## config.mk

```make
export PLATFORM = sky130hd
export DESIGN_NAME = ucq_ctrl
export DESIGN_NICKNAME = d
export VERILOG_FILES = /design/src/rtl/ucq_ctrl_pkg.sv /design/src/rtl/ucq_ctrl_lit_cam.sv /design/src/rtl/ucq_ctrl.sv
export SDC_FILE = /design/constraint.sdc
export NUM_CORES = 1
export LEC_CHECK = 0
export CAP_MARGIN = 40
export CORE_MARGIN = 5
export CORE_UTILIZATION = 29
export DETAILED_ROUTE_END_ITERATION = 8
export DONT_BUFFER_PORTS = 1
export PLACE_DENSITY_LB_ADDON = 0.12
export SLEW_MARGIN = 30
export SYNTH_ARGS = -nofsm -noshare
export SYNTH_HDL_FRONTEND = slang
export SYNTH_SLANG_ARGS = --single-unit
```

## constraint.sdc

```tcl
create_clock -name clk -period 5.4 [get_ports clk]
set_input_delay 0.54 -clock clk [delete_from_list [all_inputs] [get_ports clk]]
set_output_delay 0.54 -clock clk [all_outputs]
set_load 0.02 [all_outputs]
```

## src/rtl/ucq_ctrl_pkg.sv

```systemverilog
// Shared types for the unit-clause queue controller.
//   lit_t       : signed literal, width `CLA_LENGTH (0 is reserved / "no literal")
//   ucq_state_e : controller state (IDLE, RUN, CONFL)
`ifndef CLA_LENGTH
`define CLA_LENGTH 8
`endif

package ucq_ctrl_pkg;
  typedef logic signed [`CLA_LENGTH-1:0] lit_t;
  typedef enum logic [1:0] {IDLE, RUN, CONFL} ucq_state_e;
endpackage

```

## src/rtl/ucq_ctrl_lit_cam.sv

```systemverilog
// lit_cam: combinational literal CAM over the queue storage, used for
// duplicate and contradiction detection. Built only when UCQ_DEDUP_EN is defined.
//   entries   : DEPTH stored literals
//   valid     : per-entry valid mask
//   probe     : incoming literal
//   match     : probe equals a valid entry
//   neg_match : probe equals the negation of a valid entry
`ifdef UCQ_DEDUP_EN
module lit_cam
  import ucq_ctrl_pkg::*;
#(
  parameter int DEPTH = 16
) (
  input  lit_t             entries [DEPTH],
  input  logic [DEPTH-1:0] valid,
  input  lit_t             probe,
  output logic             match,
  output logic             neg_match
);
  lit_t neg_probe;

  always_comb begin
    neg_probe = lit_t'(-probe);
    match     = 1'b0;
    neg_match = 1'b0;
    for (int unsigned i = 0; i < DEPTH; i++) begin
      if (valid[i] && entries[i] == probe)     match     = 1'b1;
      if (valid[i] && entries[i] == neg_probe) neg_match = 1'b1;
    end
  end
endmodule
`endif

```

## src/rtl/ucq_ctrl.sv

```systemverilog
// ucq_ctrl: unit-clause queue controller. Circular FIFO of implied and
// decision literals served to the BCP PE, with sticky conflict/overflow.
// Optional macro UCQ_DEDUP_EN: drop duplicate implications and raise
// conflict on contradictory ones (instantiates lit_cam).
// Ports:
//   clk, rst_n (sync, active-high), flush (sync clear, highest priority)
//   imp_valid/imp_lit   : implication push (literal 0 ignored)
//   pe_conflict         : PE conflict report
//   dec_valid/dec_lit   : decision offer; dec_ready (combinational) accepts it
//   pop                 : consume head
//   head_lit, empty, full, count, conflict, overflow : registered status
module ucq_ctrl
  import ucq_ctrl_pkg::*;
#(
  parameter int DEPTH = 16,
  parameter int CNT_W = $clog2(DEPTH) + 1
) (
  input  logic             clk,
  input  logic             rst_n,
  input  logic             imp_valid,
  input  lit_t             imp_lit,
  input  logic             pe_conflict,
  input  logic             dec_valid,
  input  lit_t             dec_lit,
  output logic             dec_ready,
  input  logic             pop,
  output lit_t             head_lit,
  output logic             empty,
  output logic             full,
  output logic [CNT_W-1:0] count,
  output logic             conflict,
  output logic             overflow,
  input  logic             flush
);
  localparam int AW = $clog2(DEPTH);

  lit_t             mem_q [DEPTH];
  logic [AW-1:0]    wptr_q, rptr_q, rptr_d;
  logic [CNT_W-1:0] count_q, count_d;
  ucq_state_e       state_q, state_d;
  lit_t             head_q, head_d;
  logic             empty_q, full_q, conflict_q, overflow_q;

  logic in_confl, imp_try, imp_ins, imp_acc, dec_acc, pop_eff;
  logic conflict_ev, ovf_ev, push, dup, contra;
  lit_t push_lit;

`ifdef UCQ_DEDUP_EN
  logic [DEPTH-1:0] valid;
  logic [AW-1:0]    off;

  // Entry i is live when its distance from the read pointer is below count.
  always_comb begin
    valid = '0;
    off   = '0;
    for (int unsigned i = 0; i < DEPTH; i++) begin
      off      = AW'(i) - rptr_q;
      valid[i] = (CNT_W'(off) < count_q);
    end
  end

  lit_cam #(.DEPTH(DEPTH)) u_cam (
    .entries   (mem_q),
    .valid     (valid),
    .probe     (imp_lit),
    .match     (dup),
    .neg_match (contra)
  );
`else
  assign dup    = 1'b0;
  assign contra = 1'b0;
`endif

  assign dec_ready = dec_valid && (state_q == IDLE) && !imp_valid && !flush;

  always_comb begin
    in_confl    = (state_q == CONFL);
    imp_try     = imp_valid && (imp_lit != '0) && !in_confl;
    conflict_ev = pe_conflict || (imp_try && contra);
    pop_eff     = pop && (count_q != '0) && !in_confl && !conflict_ev;
    imp_ins     = imp_try && !dup && !conflict_ev;
    // A full queue still accepts a push when the head leaves in the same cycle.
    imp_acc     = imp_ins && ((count_q != CNT_W'(DEPTH)) || pop_eff);
    ovf_ev      = imp_ins && !imp_acc;
    dec_acc     = dec_ready && !conflict_ev;
    push        = imp_acc || dec_acc;
    push_lit    = imp_acc ? imp_lit : dec_lit;

    count_d = count_q;
    if (push && !pop_eff)      count_d = count_q + CNT_W'(1);
    else if (pop_eff && !push) count_d = count_q - CNT_W'(1);
    rptr_d = rptr_q + AW'(pop_eff);

    if (conflict_ev)     state_d = CONFL;
    else if (in_confl)   state_d = CONFL;
    else if (count_d != '0) state_d = RUN;
    else                 state_d = IDLE;

    // Head after the edge is the entry being written when it becomes the
    // only live one, otherwise whatever storage holds at the new read pointer.
    if (state_d == CONFL || count_d == '0) head_d = '0;
    else if (push && rptr_d == wptr_q)     head_d = push_lit;
    else                                   head_d = mem_q[rptr_d];
  end

  always_ff @(posedge clk) begin
    if (rst_n || flush) begin
      wptr_q     <= '0;
      rptr_q     <= '0;
      count_q    <= '0;
      state_q    <= IDLE;
      head_q     <= '0;
      empty_q    <= 1'b1;
      full_q     <= 1'b0;
      conflict_q <= 1'b0;
      overflow_q <= 1'b0;
    end else begin
      wptr_q     <= wptr_q + AW'(push);
      rptr_q     <= rptr_d;
      count_q    <= count_d;
      state_q    <= state_d;
      head_q     <= head_d;
      empty_q    <= (count_d == '0) || (state_d == CONFL);
      full_q     <= (count_d == CNT_W'(DEPTH));
      conflict_q <= conflict_q || conflict_ev;
      overflow_q <= overflow_q || ovf_ev;
    end
  end

  always_ff @(posedge clk) begin
    if (!rst_n && !flush && push) mem_q[wptr_q] <= push_lit;
  end

  assign head_lit = head_q;
  assign empty    = empty_q;
  assign full     = full_q;
  assign count    = count_q;
  assign conflict = conflict_q;
  assign overflow = overflow_q;
endmodule

```

==> impl_metrics.tcl <==
set metrics [dict create \
    ioPinCount 41 \
    postCtsSetupBuffers 0 \
    first_pass_iters 4 \
    yosys.area.top_type "edfxtp_1" \
    postCtsResizedCells 0 \
    ir_worst_vdd_v 0.0001693 \
    syn_area_um2 6585 \
    cts_hold_buf 0 \
    clock_sinks 155 \
    synth_seq_cells 155 \
    drtIter0Drc 318 \
    place_area_um2 7047 \
    r2r-end "head_lit[4]" \
    start_util_pct 29.26 \
    hold_start "pe_conflict" \
    tns_ns 0 \
    clk_pin_slew_worst_paths_ns 0.07 \
    globalplace.congestion 0.8268 \
    min_to "conflict" \
    area_delta_synth_final_pct 16.06 \
    nFillCells 2143 \
    fp.dieW_um 160.7 \
    dp.final_hpwl_um 11630 \
    final.period_utilization_pct 77.53 \
    seq_area_frac_synth_pct 66.58 \
    rrSetupSlack_ns 1.21 \
    finalNetCount 456 \
    fin_crit_ns 4.187 \
    cap_viol_max_count 0 \
    h-tree-depth 4 \
    synth_commonest_cells "edfxtp_1, mux4_2, nor2_1, dfxtp_1, o21ai_0" \
    synth-simple-area-share_pct 7.391 \
    status "completed" \
    leakage_uw 0.002375 \
    r2r_cells 14 \
    synth_fa_ha_area_share_pct 1.330 \
    r2r-start "count[0]" \
    cp.arrival_ns 4.44 \
    cts_tree "done" \
    synth_mux_area_share_pct 14.14 \
    required_ns 5.66 \
    clk_path_buf_depth 2 \
    cts_buffers 17 \
    wl_per_cell_um 23.08 \
    cp-start-kind "flop" \
    synth.distinct_cells 47 \
    cp-end-kind "flop" \
    crit_path_cell_trace "inv_1 -> ha_1 -> nor4b_1 -> nor3_1 -> buf_4 -> ha_2 -> ha_1 -> buf_6 -> buf_12 -> mux4_2 -> mux4_2 -> o31a_1 -> o21ai_0 -> a41oi_1" \
    dieArea_um2 25820 \
    grt_overflow_total 0 \
    antenna_left 0 \
    num_antenna_cells 0 \
    hold_slack_ns 0.2623 \
    grt_start_max_net_pins 31 \
    die_y_um 160.7 \
    drive_gt1_share_pct 24.43 \
    synth_flop_cell "edfxtp_1" \
    yosys_warnings 0 \
    stdcell_area_um2 7642 \
    hp-class "input pin to flop" \
    via_per_inst 5.131 \
    clk_latency_ns 0.43 \
    synth_top_area_share_pct 58.37 \
    cp_slowest_cell "dfxtp_1" \
    clock.fmax_mhz 238.9 \
    vias 3710 \
    max_stage_delay_ns 0.61 \
    syn-num-nets 433 \
    synthArstFlopShare_pct 0 \
    synthCells 403 \
    synth.most_common_cell "edfxtp_1" \
    hold_violations 0 \
    track_usage_pct 13.27 \
    tightest_slew_ns 0.8105 \
    synth_area_leaders "edfxtp_1, mux4_2, dfxtp_1" \
    worstHoldPathCells 2 \
    p_per_area_nw_per_um2 340.5 \
    antenna_found_initial 0 \
    synth.avg_cell_area_um2 16.34 \
    rsz0062_at_grt "false" \
    synthXorXnorAreaFrac_pct 2.052 \
    grt_pass1_vias 3844 \
    setup_viol_count_final 0 \
    clock_skew_ns 0.01465 \
    grt_pass1_wl_um 25030 \
    num_rows 55 \
    wirelength_um 16690 \
    root_buffer "clkbuf_16" \
    path_buf_inv 4 \
    power_uw 2602 \
    cp_top_family "adder cells" \
    path_max_fanout 17 \
    portBuffers 0 \
    path_class "flop to flop" \
    core_um2 22500 \
    max_slew_margin_pct 45.83 \
    synth_top_family_by_area "multiplexers" \
    drcViolationCount 0 \
    slew_violations 0 \
    synth-edff-count 128 \
    synth_compound_area_share_pct 6.707 \
]
-- worst max path at each step --
stage | from | endpoint | slack [ns] | cells past startpoint
after floorplan | count[0] | head_lit[3] | 1.53 | 13
after global placement | count[0] | head_lit[4] | 1.22 | 13
after detailed placement | count[0] | head_lit[4] | 1.21 | 14
after CTS | count[0] | head_lit[4] | 1.17 | 14
after global routing | count[0] | head_lit[4] | 0.98 | 14
final | count[0] | head_lit[4] | 1.21 | 14
-- through the flow --
step / utilization [%] / std cells / worst slack [ns]
6_report: 33.96 / 723 / 1.213
4_1_cts: 33.85 / 719 / 1.168
3_5_place_dp: 31.31 / 688 / 1.206
3_3_place_gp: 30.91 / 677 / 1.216
5_1_grt: 33.96 / 723 / 0.9816
2_1_floorplan: - / 403 / 1.530
-- cells by family after synthesis --
logic type      count (synthesis)
compound gates                 59
xor+xnor                       13
fa+ha+maj                       7
buf+inv                        29
flops                         155
mux                            43
simple gates                   97
-- state kept, by name (all words and copies together), names as in the netlist --
name and flops:
mem_q 128, head_lit 8, count 5, rptr_q 4, wptr_q 4, state_q 2
conflict 1, empty 1, full 1, overflow 1
-- layout make-up --
type / instances / area, um2 / share of cell area [%]
Inverter: 6 / 22.52 / 0.2947
Tap cell: 285 / 356.6 / 4.666
Multi-Input combinational cell: 219 / 2095 / 27.41
Clock buffer: 18 / 429.2 / 5.616
Clock inverter: 13 / 141.4 / 1.850
Sequential cell: 155 / 4384 / 57.37
Timing Repair Buffer: 27 / 214.0 / 2.800
-- cells in the final DEF (no fill, tap or decap), drive strengths merged, types with 3 or more instances in the layout --
master,count
edfxtp,128
mux4,40
nor2,30
dfxtp,27
buf,27
o21ai,18
clkbuf,18
nand2,15
nor3,12
nand3,10
o31a,9
a2111oi,9
inv,9
a41oi,8
xnor2,8
ha,7
nand2b,6
clkinvlp,6
nand4,5
nor4,4
xor2,4
and2,4
a21oi,4
mux2i,3
-- layer usage --
layer  GRT usage, %  up-vias  share of wire, %
li1               -     1679                 -
met1          17.94     1908                46
met2          20.68      104                47
met3          3.618       19               5.5
met4          4.692        0               1.6
met5              0        -                 0
-- report_power, final --
group / internal, uW / switching [uW] / leakage (uW) / total, uW
Combinational: 36.7 / 87.2 / 0.000742 / 124
Sequential: 1310 / 7.46 / 0.00137 / 1320
Clock: 679 / 482 / 0.000261 / 1160
Power figures use the tool's default switching activity.
